==> src/rtl/spi_pkg.sv <==
// Shared constants and types for the SPI mode-0 slave.
// Build option: define SPI_SLAVE_OVERRUN_EN to drop bytes that arrive while
// the previous byte is still unconsumed, and flag them on rx_overrun.
package spi_pkg;

  localparam int SPI_WORD_W = 8;
  localparam int SPI_SYNC_STAGES = 2;
  localparam int SPI_BITCNT_W = $clog2(SPI_WORD_W);
  localparam logic [SPI_WORD_W-1:0] SPI_UNDERRUN_BYTE = 8'h00;

  typedef enum logic {
    ST_IDLE   = 1'b0,
    ST_ACTIVE = 1'b1
  } spi_state_e;

endpackage

==> src/rtl/spi_slave_sync.sv <==
// Multi-flop synchroniser for one asynchronous pad plus a history flop, giving
// the synchronised level and one-cycle rise/fall strobes.
module spi_slave_sync
  import spi_pkg::*;
#(
  parameter logic RST_VAL = 1'b0
) (
  input  logic clk,
  input  logic rst_n,
  input  logic din,
  output logic level,
  output logic rise,
  output logic fall
);

  logic [SPI_SYNC_STAGES-1:0] sync_q, sync_d;
  logic                       hist_q, hist_d;

  // Next values: shift the pad into the chain, remember the previous level.
  always_comb begin
    sync_d = {sync_q[SPI_SYNC_STAGES-2:0], din};
    hist_d = sync_q[SPI_SYNC_STAGES-1];
  end

  // Synchroniser and history registers.
  always_ff @(posedge clk or negedge rst_n) begin
    if (!rst_n) begin
      sync_q <= {SPI_SYNC_STAGES{RST_VAL}};
      hist_q <= RST_VAL;
    end else begin
      sync_q <= sync_d;
      hist_q <= hist_d;
    end
  end

  assign level = sync_q[SPI_SYNC_STAGES-1];
  assign rise  = level & ~hist_q;
  assign fall  = ~level & hist_q;

endmodule

==> src/rtl/spi_slave.sv <==
// SPI mode-0 slave (CPOL=0, CPHA=0, MSB first) with valid/ready byte ports.
// Build option: SPI_SLAVE_OVERRUN_EN enables drop-on-overrun with a one-cycle
// rx_overrun pulse; without it a new byte simply overwrites rx_data.
module spi_slave
  import spi_pkg::*;
(
  input  logic                  clk,
  input  logic                  rst_n,
  input  logic                  sclk,
  input  logic                  cs_n,
  input  logic                  mosi,
  output logic                  miso,
  output logic                  miso_oe,
  input  logic [SPI_WORD_W-1:0] tx_data,
  input  logic                  tx_valid,
  output logic                  tx_ready,
  output logic [SPI_WORD_W-1:0] rx_data,
  output logic                  rx_valid,
  input  logic                  rx_ready,
  output logic                  rx_overrun
);

  // Pads in order {mosi, cs_n, sclk}. All chains reset low: sclk idles low,
  // and a low cs_n chain means a cs_n already low at reset release produces
  // no falling strobe until it has first been seen high.
  localparam int NPAD = 3;
  localparam int P_SCLK = 0;
  localparam int P_CS = 1;
  localparam int P_MOSI = 2;

  logic [NPAD-1:0] pad_in, pad_lvl, pad_rise, pad_fall;
  logic            sync_unused;

  assign pad_in = {mosi, cs_n, sclk};

  generate
    for (genvar gi = 0; gi < NPAD; gi++) begin : g_sync
      spi_slave_sync #(.RST_VAL(1'b0)) u_sync (
        .clk   (clk),
        .rst_n (rst_n),
        .din   (pad_in[gi]),
        .level (pad_lvl[gi]),
        .rise  (pad_rise[gi]),
        .fall  (pad_fall[gi])
      );
    end
  endgenerate

  assign sync_unused = ^{pad_lvl[P_SCLK], pad_rise[P_MOSI], pad_fall[P_MOSI]};

  logic sclk_rise, sclk_fall, cs_fall, cs_rise, cs_lvl, mosi_s;
  assign sclk_rise = pad_rise[P_SCLK];
  assign sclk_fall = pad_fall[P_SCLK];
  assign cs_fall   = pad_fall[P_CS];
  assign cs_rise   = pad_rise[P_CS];
  assign cs_lvl    = pad_lvl[P_CS];
  assign mosi_s    = pad_lvl[P_MOSI];

  spi_state_e              state_q, state_d;
  logic [SPI_WORD_W-1:0]   shreg_q, shreg_d;
  logic [SPI_BITCNT_W-1:0] bitcnt_q, bitcnt_d;
  logic                    miso_q, miso_d;
  logic                    miso_oe_q, miso_oe_d;
  logic [SPI_WORD_W-1:0]   hold_q, hold_d;
  logic                    tx_ready_q, tx_ready_d;
  logic [SPI_WORD_W-1:0]   rx_data_q, rx_data_d;
  logic                    rx_valid_q, rx_valid_d;
`ifdef SPI_SLAVE_OVERRUN_EN
  logic                    rx_overrun_q, rx_overrun_d;
`endif

  logic                  load;
  logic                  new_byte;
  logic [SPI_WORD_W-1:0] load_word;
  logic [SPI_WORD_W-1:0] shifted;

  // Next-state logic: frame FSM, shared shift register, holding register and RX port.
  always_comb begin
    state_d    = state_q;
    shreg_d    = shreg_q;
    bitcnt_d   = bitcnt_q;
    miso_d     = miso_q;
    hold_d     = hold_q;
    tx_ready_d = tx_ready_q;
    rx_data_d  = rx_data_q;
    rx_valid_d = rx_valid_q;
`ifdef SPI_SLAVE_OVERRUN_EN
    rx_overrun_d = 1'b0;
`endif
    load      = 1'b0;
    new_byte  = 1'b0;
    load_word = SPI_UNDERRUN_BYTE;
    shifted   = {shreg_q[SPI_WORD_W-2:0], mosi_s};

    // Local TX handshake into the one-deep holding register.
    if (tx_valid && tx_ready_q) begin
      hold_d     = tx_data;
      tx_ready_d = 1'b0;
    end

    case (state_q)
      ST_IDLE: begin
        if (cs_fall) begin
          state_d  = ST_ACTIVE;
          load     = 1'b1;
          bitcnt_d = '0;
        end
      end
      ST_ACTIVE: begin
        if (cs_rise) begin
          // Abandon any partial byte; holding register keeps its contents.
          state_d  = ST_IDLE;
          bitcnt_d = '0;
        end else if (sclk_rise) begin
          if (bitcnt_q == SPI_BITCNT_W'(SPI_WORD_W - 1)) begin
            new_byte = 1'b1;
            load     = 1'b1;
            bitcnt_d = '0;
          end else begin
            shreg_d  = shifted;
            bitcnt_d = bitcnt_q + 1'b1;
          end
        end else if (sclk_fall) begin
          miso_d = shreg_q[SPI_WORD_W-1];
        end
      end
      default: state_d = ST_IDLE;
    endcase

    // Load the next TX word; an empty holding register sends the underrun byte.
    // An accept in the same cycle sees tx_ready_q=1 and so lands in holding.
    if (load) begin
      if (!tx_ready_q) begin
        load_word  = hold_q;
        tx_ready_d = 1'b1;
      end
      shreg_d = load_word;
      // At frame start the first bit must be on MISO before the first SCLK rise.
      if (state_q == ST_IDLE) begin
        miso_d = load_word[SPI_WORD_W-1];
      end
    end

    // RX port: consumption first, so a simultaneous new byte keeps rx_valid high.
    if (rx_valid_q && rx_ready) begin
      rx_valid_d = 1'b0;
    end
    if (new_byte) begin
`ifdef SPI_SLAVE_OVERRUN_EN
      if (rx_valid_q && !rx_ready) begin
        rx_overrun_d = 1'b1;
      end else begin
        rx_data_d  = shifted;
        rx_valid_d = 1'b1;
      end
`else
      rx_data_d  = shifted;
      rx_valid_d = 1'b1;
`endif
    end

    miso_oe_d = (state_d == ST_ACTIVE) && !cs_lvl;
  end

  // State and output registers.
  always_ff @(posedge clk or negedge rst_n) begin
    if (!rst_n) begin
      state_q    <= ST_IDLE;
      shreg_q    <= '0;
      bitcnt_q   <= '0;
      miso_q     <= 1'b0;
      miso_oe_q  <= 1'b0;
      hold_q     <= '0;
      tx_ready_q <= 1'b1;
      rx_data_q  <= '0;
      rx_valid_q <= 1'b0;
    end else begin
      state_q    <= state_d;
      shreg_q    <= shreg_d;
      bitcnt_q   <= bitcnt_d;
      miso_q     <= miso_d;
      miso_oe_q  <= miso_oe_d;
      hold_q     <= hold_d;
      tx_ready_q <= tx_ready_d;
      rx_data_q  <= rx_data_d;
      rx_valid_q <= rx_valid_d;
    end
  end

`ifdef SPI_SLAVE_OVERRUN_EN
  // Overrun strobe register.
  always_ff @(posedge clk or negedge rst_n) begin
    if (!rst_n) begin
      rx_overrun_q <= 1'b0;
    end else begin
      rx_overrun_q <= rx_overrun_d;
    end
  end
  assign rx_overrun = rx_overrun_q;
`else
  assign rx_overrun = 1'b0;
`endif

  assign miso     = miso_q;
  assign miso_oe  = miso_oe_q;
  assign tx_ready = tx_ready_q;
  assign rx_data  = rx_data_q;
  assign rx_valid = rx_valid_q;

endmodule

==> config.mk <==
export PLATFORM = sky130hd
export DESIGN_NAME = spi_slave
export DESIGN_NICKNAME = d
export VERILOG_FILES = /design/src/rtl/spi_pkg.sv /design/src/rtl/spi_slave_sync.sv /design/src/rtl/spi_slave.sv
export SDC_FILE = /design/constraint.sdc
export NUM_CORES = 1
export LEC_CHECK = 0
export ABC_AREA = 1
export CAP_MARGIN = 25
export CORE_AREA = 2 2 61 63
export DETAILED_ROUTE_END_ITERATION = 12
export DIE_AREA = 0 0 63 65
export PLACE_DENSITY_LB_ADDON = 0.12
export SYNTH_ARGS = -nofsm -noshare
export SYNTH_HDL_FRONTEND = slang
export SYNTH_SLANG_ARGS = --single-unit
==> constraint.sdc <==
create_clock -name clk -period 1.99 [get_ports clk]
set_clock_uncertainty 0.2 [all_clocks]
set_input_delay 0.199 -clock clk [delete_from_list [all_inputs] [get_ports clk]]
set_output_delay 0.199 -clock clk [all_outputs]
set_load 0.02 [all_outputs]
==> out/results.ini <==
[synthesis]
async_reset_ff_share_pct=100
synth_area_um2=1720
ys_ff_latch=40
syn-num-nets=210
seq_area_frac_synth_pct=58.3
avgSynthCellArea_um2=8.91
synthCells=193
synth_enable_flop_cells=0
ys_types=25
synth-main-ff-cell=dfrtp_1
yosys_warnings=0

[power_and_ir_drop]
finalPower_mw=2.30
swShare_pct=31.4
p_seq_share_pct=50.0
p_int_mw=1.58
peakVddDrop_uv=547
pwr-share-comb_pct=24.4
clkPwrFrac_pct=25.6
power_density_nw_per_um2=1080
leakagePower_nw=1.11
switchingPower_mw=0.721

[cells_and_area]
drive_above_1_share_pct=12.3
fin_area_um2=2130
diodes=0
nNetsFinal=243
fillers=340
fin_util_pct=61.0
syn2layout_area_growth_pct=24.0

[clock_network]
cts_buffer_depth=2
path_clk_slew_ns=0.11
numCtsBuffers=5
cts-htree-levels=2
cts_tree=built
post-cts-setup-buffers=0
clock_latency_ns=0.34
cts-root-buf=clkbuf_4
clock-sinks=40

[global_route]
overflow=0
grt_start_max_net_pins=41
grt_pass1_wl_um=5350
grt_pass1_vias=1262
antenna_found_initial=0
grt_usage_pct=17.1

[routing]
num_vias=1304
ant_nets=0
drt-total-wl_um=3100
drc_errors=0
vias_per_cell=4.74
wire_per_inst_um=11.3
drt_pass1_iterations=4
drtIter0Drc=72

[placement]
postPlaceCellArea_um2=2020
io_buffers=26
gp_congestion=0.844
hpwl_um=2210

[setup_path]
critical_path.max_stage_delay_ns=0.42
cp.required_ns=2.03
critPathKind=reg -> reg
cp-end-kind=register
cp_slowest_cell=dfrtp_1
path_buf_inv=2
crit_chain=ha_1, ha_1, inv_2, nor2_4, nand2_4, nand3_2, nand2_4, clkinv_4, nand2_1, nand2_1
critPathArrivalTime_ns=1.88
cp_top_family=simple AND/OR/NAND/NOR gates
cp-start-kind=register
crit_fanout=10

[floorplanning]
row_count=22
pin_count=28
design.die.area_um2=4100
die_w_um=63
core_area_um2=3500
initial_core_util_pct=49.2
die_h_um=65

[sta]
fin_tns_setup_ns=0
finalHoldViolCount=0
finalMaxSlewViolations=0
setup_viol=0
holdWs_ns=0.0829
min_period_ns=1.83
min_period_over_period_pct=92.2
rsz0062_at_grt=no
fmax_mhz=545

[worst_hold_path]
hold_path.class=in -> reg

[outcome]
status=finished clean

[run]
drv_cap=0

[per-layer routing]
layer | routed length (um) | vias up | track usage, %
met5 | 0 | - | 0
met4 | 40 | 0 | 5.83
met3 | 158 | 6 | 4.69
met2 | 1540 | 47 | 30.3
met1 | 1360 | 582 | 20.1
li1 | - | 669 | -
[final cells by class]
| class | count | area (um^2) | share of cell area (%) |
|---|---|---|---|
| inverters | 16 | 65.1 | 3.05 |
| clock buffers | 7 | 65.1 | 3.05 |
| well taps | 48 | 60.1 | 2.82 |
| clock inverters | 1 | 30.0 | 1.41 |
| flip-flops and latches | 40 | 1000 | 47.0 |
| multi-input cells | 133 | 623 | 29.2 |
| repair buffers | 30 | 287 | 13.4 |
[per-stage QoR]
| stage | worst slack [ns] | std cells |
|---|---|---|
| final | 0.155 | 275 |
| after global routing | 0.00398 | 275 |
| after CTS | 0.120 | 273 |
| after detailed placement | 0.147 | 264 |
| after global placement | 0.211 | 264 |
| after floorplan | 0.312 | 193 |
[synthesized netlist by cell type, types with 3 or more instances]
| cell type | instances | area (um^2) |
|---|---|---|
| dfrtp_1 | 39 | 976 |
| inv_2 | 3 | 11.3 |
| a21oi_1 | 9 | 45.0 |
| nand2_1 | 68 | 255 |
| o21ai_0 | 5 | 25.0 |
| buf_2 | 3 | 15.0 |
| nor2_1 | 17 | 63.8 |
| nand2_4 | 3 | 33.8 |
| nand3_1 | 16 | 80.1 |
| inv_1 | 12 | 45.0 |
[path summary, 6_finish.rpt]
path / cells after the start / start / end / slack, ns
setup / recovery: 10 / bitcnt_q[0] / shreg_q[6] / 0.16
hold / removal: 1 / mosi / g_sync[2].u_sync.sync_q[0] / 0.08
setup reg to reg: 10 / bitcnt_q[0] / shreg_q[6] / 0.16
hold reg to reg: 0 / g_sync[1].u_sync.sync_q[0] / g_sync[1].u_sync.sync_q[1] / 0.16
max in group asynchronous: 3 / rst_n / tx_ready / 1.00
min in group asynchronous: 3 / rst_n / bitcnt_q[1] / 0.24
[power by group through the flow]
stage                     Sequential, mW  Clock (mW)  Combinational, mW
after floorplan                     1.14           0              0.408
after global placement              1.16           0              0.551
final                               1.15       0.588              0.560
after global routing                1.18       0.634              0.649
after detailed placement            1.17           0              0.563
after CTS                           1.15       0.602              0.561
[cells in the final DEF, fill, tap and decap left out, types with 2 or more instances in the layout]
cell type and count:
o21ai_0 5, nand2_1 68, dfrtp_1 39, a21oi_1 9, ha_1 2, nand3_2 2
inv_1 12, nand3_1 16, clkbuf_8 2, nand2_4 3, nand2_2 3, clkbuf_4 5
clkdlybuf4s50_1 24, nor2_1 17, buf_4 3, inv_2 3
[flip-flops by register name, summed over array words and instances, names as in the netlist]
register	cells
hold_q	8
rx_data	8
shreg_q	8
g_sync.u_sync.sync_q	6
bitcnt_q	3
g_sync.u_sync.hist_q	2
miso	1
miso_oe	1
rx_valid	1
state_q	1
tx_ready	1
[kinds of logic (layout without fill, tap and decap cells)]
| logic type | after synthesis | count (layout) | synth area share (%) |
|---|---|---|---|
| AOI/OAI and AO/OA | 18 | 18 | 5.82 |
| adders and majority gates | 2 | 2 | 1.46 |
| buffers and inverters | 22 | 54 | 6.19 |
| DFF | 40 | 40 | 58.3 |
| other | 1 | 1 | 0.218 |
| and+or+nand+nor | 110 | 112 | 28.0 |
[timing repair]
item,in CTS,in global routing
hold buffers,1,0
setup endpoints to repair,1,7
pin swaps,0,2
cloned,0,2
endpoints found under the hold margin,39,0
gates resized for setup,1,0
Note: power is estimated with default switching activity, not from simulation.
